File: config.mk
export PLATFORM = sky130hd
export DESIGN_NAME = decision_ctrl
export DESIGN_NICKNAME = d
export VERILOG_FILES = /design/src/rtl/decision_ctrl.sv
export SDC_FILE = /design/constraint.sdc
export NUM_CORES = 1
export LEC_CHECK = 0
export ABC_CLOCK_PERIOD_IN_PS = 2500
export CORE_AREA = 3 3 52 54
export CTS_CLUSTER_DIAMETER = 200
export CTS_CLUSTER_SIZE = 12
export DETAILED_ROUTE_END_ITERATION = 16
export DIE_AREA = 0 0 55 57
export PLACE_DENSITY = 0.87
export SLEW_MARGIN = 20
export SYNTH_ARGS = -nofsm -noshare
export SYNTH_HDL_FRONTEND = slang
export SYNTH_SLANG_ARGS = --single-unit
File: constraint.sdc
create_clock -name clock -period 2.5 [get_ports clock]
set_clock_uncertainty 0.05 [all_clocks]
set_input_delay 0.5 -clock clock [delete_from_list [all_inputs] [get_ports clock]]
set_output_delay 0.5 -clock clock [all_outputs]
set_load 0.005 [all_outputs]
File: src/rtl/decision_ctrl.sv
// Decision/backtrack controller for a DPLL-style solver driving an external boolean stack.
// Optional conflict statistics counter is built when DECISION_STATS_EN is defined.
module decision_ctrl #(
    parameter int NUM_VARS = 16,
    parameter int DEPTH_W  = 5
) (
    input  logic               clock,
    input  logic               reset,
    input  logic               start,
    output logic               stk_push,
    output logic               stk_pop,
    output logic               stk_din,
    input  logic               stk_dout,
    input  logic               stk_full,
    output logic               assign_valid,
    output logic [DEPTH_W-1:0] assign_var,
    output logic               assign_val,
    output logic               eval_req,
    input  logic               eval_done,
    input  logic               eval_conflict,
    output logic               busy,
    output logic               sat,
    output logic               unsat,
    output logic               err,
    output logic [DEPTH_W-1:0] depth,
    output logic [15:0]        conflicts
);

    typedef enum logic [2:0] {
        IDLE, DECIDE, EVAL, POP, POP_WAIT, FLIP, SAT, UNSAT
    } state_t;

    localparam logic [DEPTH_W-1:0] DEPTH_MAX = DEPTH_W'(NUM_VARS);

    state_t state, state_nx;
    logic   accept;
    logic   at_max;
    logic   at_zero;
    logic   conflict_seen;

    assign accept        = start && (state == IDLE || state == SAT || state == UNSAT);
    assign at_max        = (depth == DEPTH_MAX);
    assign at_zero       = (depth == '0);
    assign conflict_seen = (state == EVAL) && eval_done && eval_conflict;

    always_ff @(posedge clock or negedge reset) begin
        if (!reset) state <= IDLE;
        else        state <= state_nx;
    end

    always_comb begin
        state_nx = state;
        case (state)
            IDLE, SAT, UNSAT: if (start) state_nx = DECIDE;
            DECIDE: begin
                if (at_max)        state_nx = SAT;
                else if (stk_full) state_nx = UNSAT;
                else               state_nx = EVAL;
            end
            EVAL: if (eval_done) state_nx = eval_conflict ? POP : DECIDE;
            // Exhaustion is judged from depth alone; the stack's empty flag is not trusted.
            POP:      state_nx = at_zero ? UNSAT : POP_WAIT;
            POP_WAIT: state_nx = stk_dout ? POP : FLIP;
            FLIP:     state_nx = EVAL;
            default:  state_nx = IDLE;
        endcase
    end

    always_comb begin
        stk_push     = 1'b0;
        stk_pop      = 1'b0;
        stk_din      = 1'b0;
        assign_valid = 1'b0;
        assign_var   = '0;
        assign_val   = 1'b0;
        eval_req     = 1'b0;
        busy         = !(state == IDLE || state == SAT || state == UNSAT);
        sat          = (state == SAT);
        unsat        = (state == UNSAT);
        case (state)
            DECIDE: begin
                if (!at_max && !stk_full) begin
                    stk_push     = 1'b1;
                    assign_valid = 1'b1;
                    assign_var   = depth;
                end
            end
            EVAL: eval_req = 1'b1;
            POP:  stk_pop  = !at_zero;
            FLIP: begin
                stk_push     = 1'b1;
                stk_din      = 1'b1;
                assign_valid = 1'b1;
                assign_var   = depth;
                assign_val   = 1'b1;
            end
            default: ;
        endcase
    end

    // Depth moves only with an actual push or pop, and is clamped at both ends.
    always_ff @(posedge clock or negedge reset) begin
        if (!reset) begin
            depth <= '0;
            err   <= 1'b0;
        end else if (accept) begin
            depth <= '0;
            err   <= 1'b0;
        end else begin
            if (state == DECIDE && !at_max && stk_full) err <= 1'b1;
            if (stk_push && !at_max)                    depth <= depth + 1'b1;
            else if (stk_pop && !at_zero)               depth <= depth - 1'b1;
        end
    end

`ifdef DECISION_STATS_EN
    always_ff @(posedge clock or negedge reset) begin
        if (!reset)                                    conflicts <= '0;
        else if (accept)                               conflicts <= '0;
        else if (conflict_seen && conflicts != 16'hFFFF) conflicts <= conflicts + 16'd1;
    end
`else
    assign conflicts = '0;
    logic unused_stats;
    assign unused_stats = conflict_seen;
`endif

endmodule

==> metrics.txt, run 1 <==
status=finished clean; Min-Delay Path Class=primary input to asynchronous set/reset pin; core area=about 2300 um^2; commonest non-fill, non-tap cell in the layout=clkdlybuf4s50_1; CTS root buffer=clkbuf_4; largest net degree at the start of global routing=16; GPL Wtd Cong=~0.79; Ant. Diodes=0; total CTS buffers=3; die width=55 um; slowest stage cell, crit path=dfrtp_1; Finish-stage setup viols=0; initial antenna violation count=0; Mean Syn Cell Area=8.330 um^2; vias after detailed routing=approximately 800; Remaining DRCs=0; Overall Power=between 0.0015 and 0.002 W; crit start category=register; most frequent cells in the layout=clkdlybuf4s50_1 (18), conb_1 (16), nor2_1 (12); ANT nets after route=0; Max Freq=428.6 MHz; CP endpoint kind=output pin; drt first-iter violations=13; hold buffer count at cts=0; Clk Latency, worst-skew pair=between 200 and 300 ps; Max-Cap Viols=0; Yosys reg bits=9; wirelength, routed=roughly 2100 um; DIE HEIGHT=roughly 57 um; Worst EP arrival=~1800 ps; post-placement cell count=160; share of layout cells above drive strength 1=between 10% and 20%; post-route insts no fill=about 170; synth unique cells=37; area grow syn2layout=31.71%; drt pass-1 iters=4; Vias/cell=about 4.8; port buffer count=26; TritonCTS clock tree=built; period utilisation layout=93.32%; initial core utilization=between 30% and 40%; first-pass GRT wire length=3291 um; Syn Inst Count=108; sequential area share after synthesis=roughly a quarter; clock tree buffer depth=2; post-synth top area cell=dfrtp_1; crit path time final=2333 ps; total grt overflow=0; maximum fanout along the worst path=5; Final TNS setup=0 ps; pwr dens=approximately 1300 nW/um^2; RSZ-0062 raised after global routing=no; leading post-synthesis cells by cell area=dfrtp_1 (25%), buf_4 (15%), mux2i_1 (7.8%); clock-pin slew on the worst setup and hold paths=around 70 ps; Peak VDD IR=0.6966 mV; CTS H-tree lvls=1; Slew Limit Fails=0; Nets=152; LEAKAGE=0.6478 nW; Hold Vio Cnt, Final=0; DP HPWL=about 1700 um; top-area cell type share of the netlist area=25.03%; io pins=43; max incr delay on CP=just over 400 ps; Reg2Reg Depth=10; WL/cell=approximately 13 um; GRT Util Overall=14.54%; minimum hold slack=482.6 ps; CTS Sinks=9; Mapped Area=899.6 um^2; CP Data Required Time=1950 ps; Yosys warning count=0; DIE AREA=around 3100 um^2; kind of critical path=register to output pin; CP Cell Sequence=nor4_4, and2_4, nor2_1, o21ai_2, buf_4, buf_4, nor2_1, clkbuf_2; # rows=17; vias in the first global route=745
==> per-layer routing <==
layer / wire length (um) / vias to the layer above / GRT usage [%] / part of all wire (%)
met5: 0 / - / 0 / 0
met4: 36 / 0 / 6.597 / 1.7
met3: 186 / 3 / 3.655 / 8.8
met2: 1029 / 40 / 22.97 / 49
met1: 863 / 373 / 18.21 / 41
li1: - / 388 / - / -
==> sequential cells by signal (all words and copies together) (netlist names) <==
name and count:
depth 5, state 3, err 1
==> power breakdown <==
| group | internal [W] | switching [W] | total (W) |
|---|---|---|---|
| combinational | 0.000597 | 0.000520 | 0.00112 |
| clock | 0.0000618 | 0.0000592 | 0.000121 |
| sequential | 0.000224 | 0.000103 | 0.000327 |
==> worst paths after layout <==
check,from,slack (ps),to
min in group clock,err,500,err
setup reg to reg,depth[2],250,depth[4]
setup / recovery,depth[1],170,assign_var[2]
max in group asynchronous,reset,1580,depth[3]
hold / removal,reset,480,depth[4]
hold reg to reg,err,500,err
==> critical path: cells and delay by family, from the launching register on <==
kind                   cells  cell delay [ps]
buffers and inverters      3              340
and+or+nand+nor            4              550
AOI/OAI and AO/OA          1              190
DFF                        1              410
==> cells in the mapped netlist (all sizes together) <==
master   n
inv      8
nand2    9
mux2     1
and2     2
and2b    1
clkbuf   1
mux2i    7
o21ai    4
a21o     2
a311oi   1
conb     1
dfrtp    9
o21a     1
xor2     1
or2b     1
nand2b   3
xnor2    2
o221ai   1
a31oi    2
ha       3
nor2    12
o31ai    1
nor4     1
nor2b    2
a21oi    5
buf     21
fa       1
nor3     2
nor4b    1
nand3    1
and3     1
==> through the flow <==
step	worst slack, ps	utilization (%)	area (um^2)
3_3_place_gp	105.8	50.06	1129
5_1_grt	9.457	52.55	1185
2_1_floorplan	436.0	-	955.9
4_1_cts	4.265	51.78	1167
6_report	166.9	52.55	1185
3_5_place_dp	17.11	50.06	1129
==> kinds of logic after synthesis <==
group	after synthesis	synth area share [%]
AOI/OAI and AO/OA	17	12.93
other	1	0.4168
adders and majority gates	4	6.398
DFF	9	25.04
buffers and inverters	30	21.14
and+or+nand+nor	36	22.12
xor gates and xnor gates	3	2.921
muxes	8	9.041
==> final cells by class <==
class,count,area [um^2]
timing repair buffer,35,325.3
multi-input combinational,84,541.8
fill,233,1070
tap,28,35.03
inverter,8,30.03
sequential,9,226.5
clock buffer,4,26.28
==> timing repair <==
action                                 4_1_cts  5_1_grt
buffers inserted                             2        2
gates resized for setup                      6        8
endpoints found under the hold margin        0        0
gates cloned                                 0        0
setup endpoints to repair                    7        6
Power figures use the tool's default switching activity.
==> run 2, diff against run 1 <==
--- a/config.mk
+++ b/config.mk
@@ -5,13 +5,14 @@
 export SDC_FILE = /design/constraint.sdc
 export NUM_CORES = 1
 export LEC_CHECK = 0
+export ABC_AREA = 1
 export ABC_CLOCK_PERIOD_IN_PS = 2500
-export CORE_AREA = 3 3 52 54
+export CORE_AREA = 3 3 51 53
 export CTS_CLUSTER_DIAMETER = 200
 export CTS_CLUSTER_SIZE = 12
 export DETAILED_ROUTE_END_ITERATION = 16
-export DIE_AREA = 0 0 55 57
-export PLACE_DENSITY = 0.87
+export DIE_AREA = 0 0 54 56
+export PLACE_DENSITY = 0.88
 export SLEW_MARGIN = 20
 export SYNTH_ARGS = -nofsm -noshare
 export SYNTH_HDL_FRONTEND = slang
==> run 2 against run 1 <==
Net effect:
- non-clock buffer count is 4 lower
- cell count increased by 10%
- register-to-register slack improved by 230 ps
- clock power down 15%
- first-iteration DRC count rose by 85%
- sequential power up 4%
- critical path type unchanged
- highest routed layer unchanged
==> metrics.txt, run 2 <==
count leader, synth=nand2_1; most frequent cells in the layout=nand2_1 (28), clkdlybuf4s50_1 (22), inv_1 (16), conb_1 (16), nor2_1 (11); Vias/cell=4.551 (-4.9%); drt pass-1 iters=7 (+3); Min-Delay Path Class=primary input to asynchronous set/reset pin; r2r startpoint=state[1]; pre-CTS WS=-33.60 ps (-50.72 ps); share of layout cells above drive strength 1=17.83% (+0.69 points); Worst EP arrival=1810 ps (+30 ps); Yosys reg bits=9 (unchanged); Max Freq=424.3 MHz (-1.0%); Mapped Area=862.1 um^2 (-4.2%); first-pass GRT wire length=3243 um (-1.5%); initial core utilization=39.35% (-0.55 points); ANT nets after route=0 (unchanged); crit path time final=2357 ps (+23.91 ps); CTS Sinks=9 (unchanged); CTS H-tree lvls=1 (unchanged); WL/cell=10.52 um (-16%); # rows=17 (unchanged); Ant. Diodes=0 (unchanged); Largest regs=depth: 5 flops, state: 3 flops, err: 1 flops; status=finished clean; LEAKAGE=0.6589 nW (+1.7%); Worst Setup EP=assign_var[3]; DP HPWL=1636 um (-2.4%); CP startpoint=state[1]; Yosys warning count=0 (unchanged); Finish-stage setup viols=0 (unchanged); top-area cell type share of the netlist area=26.12% (+1.1 points); period utilisation layout=94.28% (+0.96 points); core area=2191 um^2 (-2.8%); clock tree buffer depth=2 (unchanged); GRT Util Overall=13.68% (-0.86 points); minimum hold slack=487.5 ps (+4.937 ps); CP Data Required Time=1950 ps (about the same); Mean Syn Cell Area=6.897 um^2 (-17%); top cells by count, synth=nand2_1 (29), buf_4 (18), inv_1 (18); total CTS buffers=3 (unchanged); clock-pin slew on the worst setup and hold paths=60 ps (about the same); predominant post-synthesis flop cell=dfrtp_1; RSZ-0062 raised after global routing=no; maximum fanout along the worst path=5 (unchanged); vias in the first global route=812 (+9.0%); crit path setup slack, layout=143.0 ps (-23.91 ps); Slew Limit Fails=0 (unchanged); vias after detailed routing=842 (+4.7%); leading post-synthesis cells by cell area=dfrtp_1 (26%), buf_4 (16%), nand2_1 (13%); DIE HEIGHT=56 um (-1.8%); die width=54 um (-1.8%); total grt overflow=0 (unchanged); largest net degree at the start of global routing=10 (-6); sequential area share after synthesis=26.12% (+1.1 points); pwr dens=1320 nW/um^2 (about the same); Remaining DRCs=0 (unchanged); Max-Cap Viols=0 (unchanged); initial antenna violation count=0 (unchanged); io pins=43 (unchanged); wirelength, routed=1947 um (-7.9%); Reg with most FFs=depth; crit start category=register; Peak VDD IR=0.5256 mV (-25%); CP endpoint kind=output pin; DIE AREA=3024 um^2 (-3.5%); CTS root buffer=clkbuf_4; max reg flops=5 (unchanged); commonest non-fill, non-tap cell in the layout=nand2_1; synth unique cells=24 (-35%); Overall Power=0.001539 W (-1.6%); r2r setup slk=480 ps (+230 ps); Syn Inst Count=125 (+16%); post-synth top area cell=dfrtp_1; GPL Wtd Cong=0.8494 (+8.1%); Nets=169 (+11%); Reg2Reg Depth=11 (+1); Async SR Flop Fraction=100.0% (unchanged); drt first-iter violations=24 (+11); TritonCTS clock tree=built; area grow syn2layout=35.27%; FILL cells=206 (-12%); Clk Latency, worst-skew pair=250 ps (-30 ps); kind of critical path=register to output pin; Post-synth EDFFs=0 (unchanged); Reg2Reg Capture Point=depth[4]; port buffer count=26 (unchanged); hold buffer count at cts=0 (unchanged); Hold Vio Cnt, Final=0 (unchanged)
run 2: cell types whose count changed after synthesis, moves of 2 or more:
cell,change
nor3_1,-2
xnor2_1,-2
inv_2,+4
a21oi_1,-2
mux2i_1,-7
buf_2,-2
nand2_1,+21
nand3_1,+9
o211ai_2,+2
inv_1,+10
nor2b_1,-2
nand2b_1,-3
nand4_1,+3
run 2: how the worst min path moves through the flow:
| stage | from | endpoint | slack (ps) | depth (start not counted) |
|---|---|---|---|---|
| after global placement | err | err | 470 | 2 |
| after detailed placement | err | err | 480 | 2 |
| after global routing | reset | err | 520 | 1 |
| final | reset | err | 490 | 1 |
| after floorplan | reset | depth[0] | 150 | 0 |
| after CTS | err | err | 490 | 2 |
run 2: what timing repair did:
item / CTS / global route
gates resized for setup: 2 / 10
hold endpoints to repair: 0 / 0
buffers inserted: 0 / 2
setup endpoints to repair: 5 / 7
run 2: kinds of logic after synthesis:
group,after synthesis,share of synthesized area [%]
DFF,9,26.13
adders and majority gates,4,6.677
other,1,0.4350
and+or+nand+nor,58,30.77
AOI/OAI and AO/OA,12,9.724
xor gates and xnor gates,1,1.016
buffers and inverters,40,25.25
run 2: layer usage:
| metal | global-route usage, % | part of all wire, % |
|---|---|---|
| met5 | 0 | 0 |
| met4 | 4.626 | 0.46 |
| met3 | 2.681 | 7.6 |
| met2 | 23.36 | 51 |
| met1 | 16.50 | 41 |
run 2: critical path, stage by stage (launching register included):
cell and delay, ps:
dfrtp_1 410, inv_1 100, nand2_2 110, inv_4 100
nand2_2 80, o21ai_2 90, inv_2 70, nor2_1 100
clkdlybuf4s50_1 510
run 2: per-stage QoR:
step	util [%]	instances	cell area [um^2]	setup TNS [ps]
floorplan	-	140	918.4	0
global placement	50.26	179	1101	0
detailed placement	50.26	179	1101	-76.74
CTS	51.46	183	1127	0
global route	53.23	185	1166	0
finish	53.23	185	1166	0
run 2: final cells by class:
cell class	count	area (um^2)	share of cell area, %
Tap cell	28	35.03	3.004
Timing Repair Buffer	31	307.8	26.39
Inverter	22	85.08	7.296
Clock buffer	4	26.28	2.253
Multi-Input combinational cell	91	483.0	41.42
Sequential cell	9	229.0	19.64
run 2: where the power goes:
part / switching [W] / internal, W
combinational: 0.000574 / 0.000522
sequential: 0.000112 / 0.000228
clock: 0.0000425 / 0.0000610
==> run 3, diff against run 2 <==
--- a/config.mk
+++ b/config.mk
@@ -7,6 +7,7 @@
 export LEC_CHECK = 0
 export ABC_AREA = 1
 export ABC_CLOCK_PERIOD_IN_PS = 2500
+export CAP_MARGIN = 20
 export CORE_AREA = 3 3 51 53
 export CTS_CLUSTER_DIAMETER = 200
 export CTS_CLUSTER_SIZE = 12
==> results of run 3 <==
Final layout, timing and power as in run 2 (identical DEF).
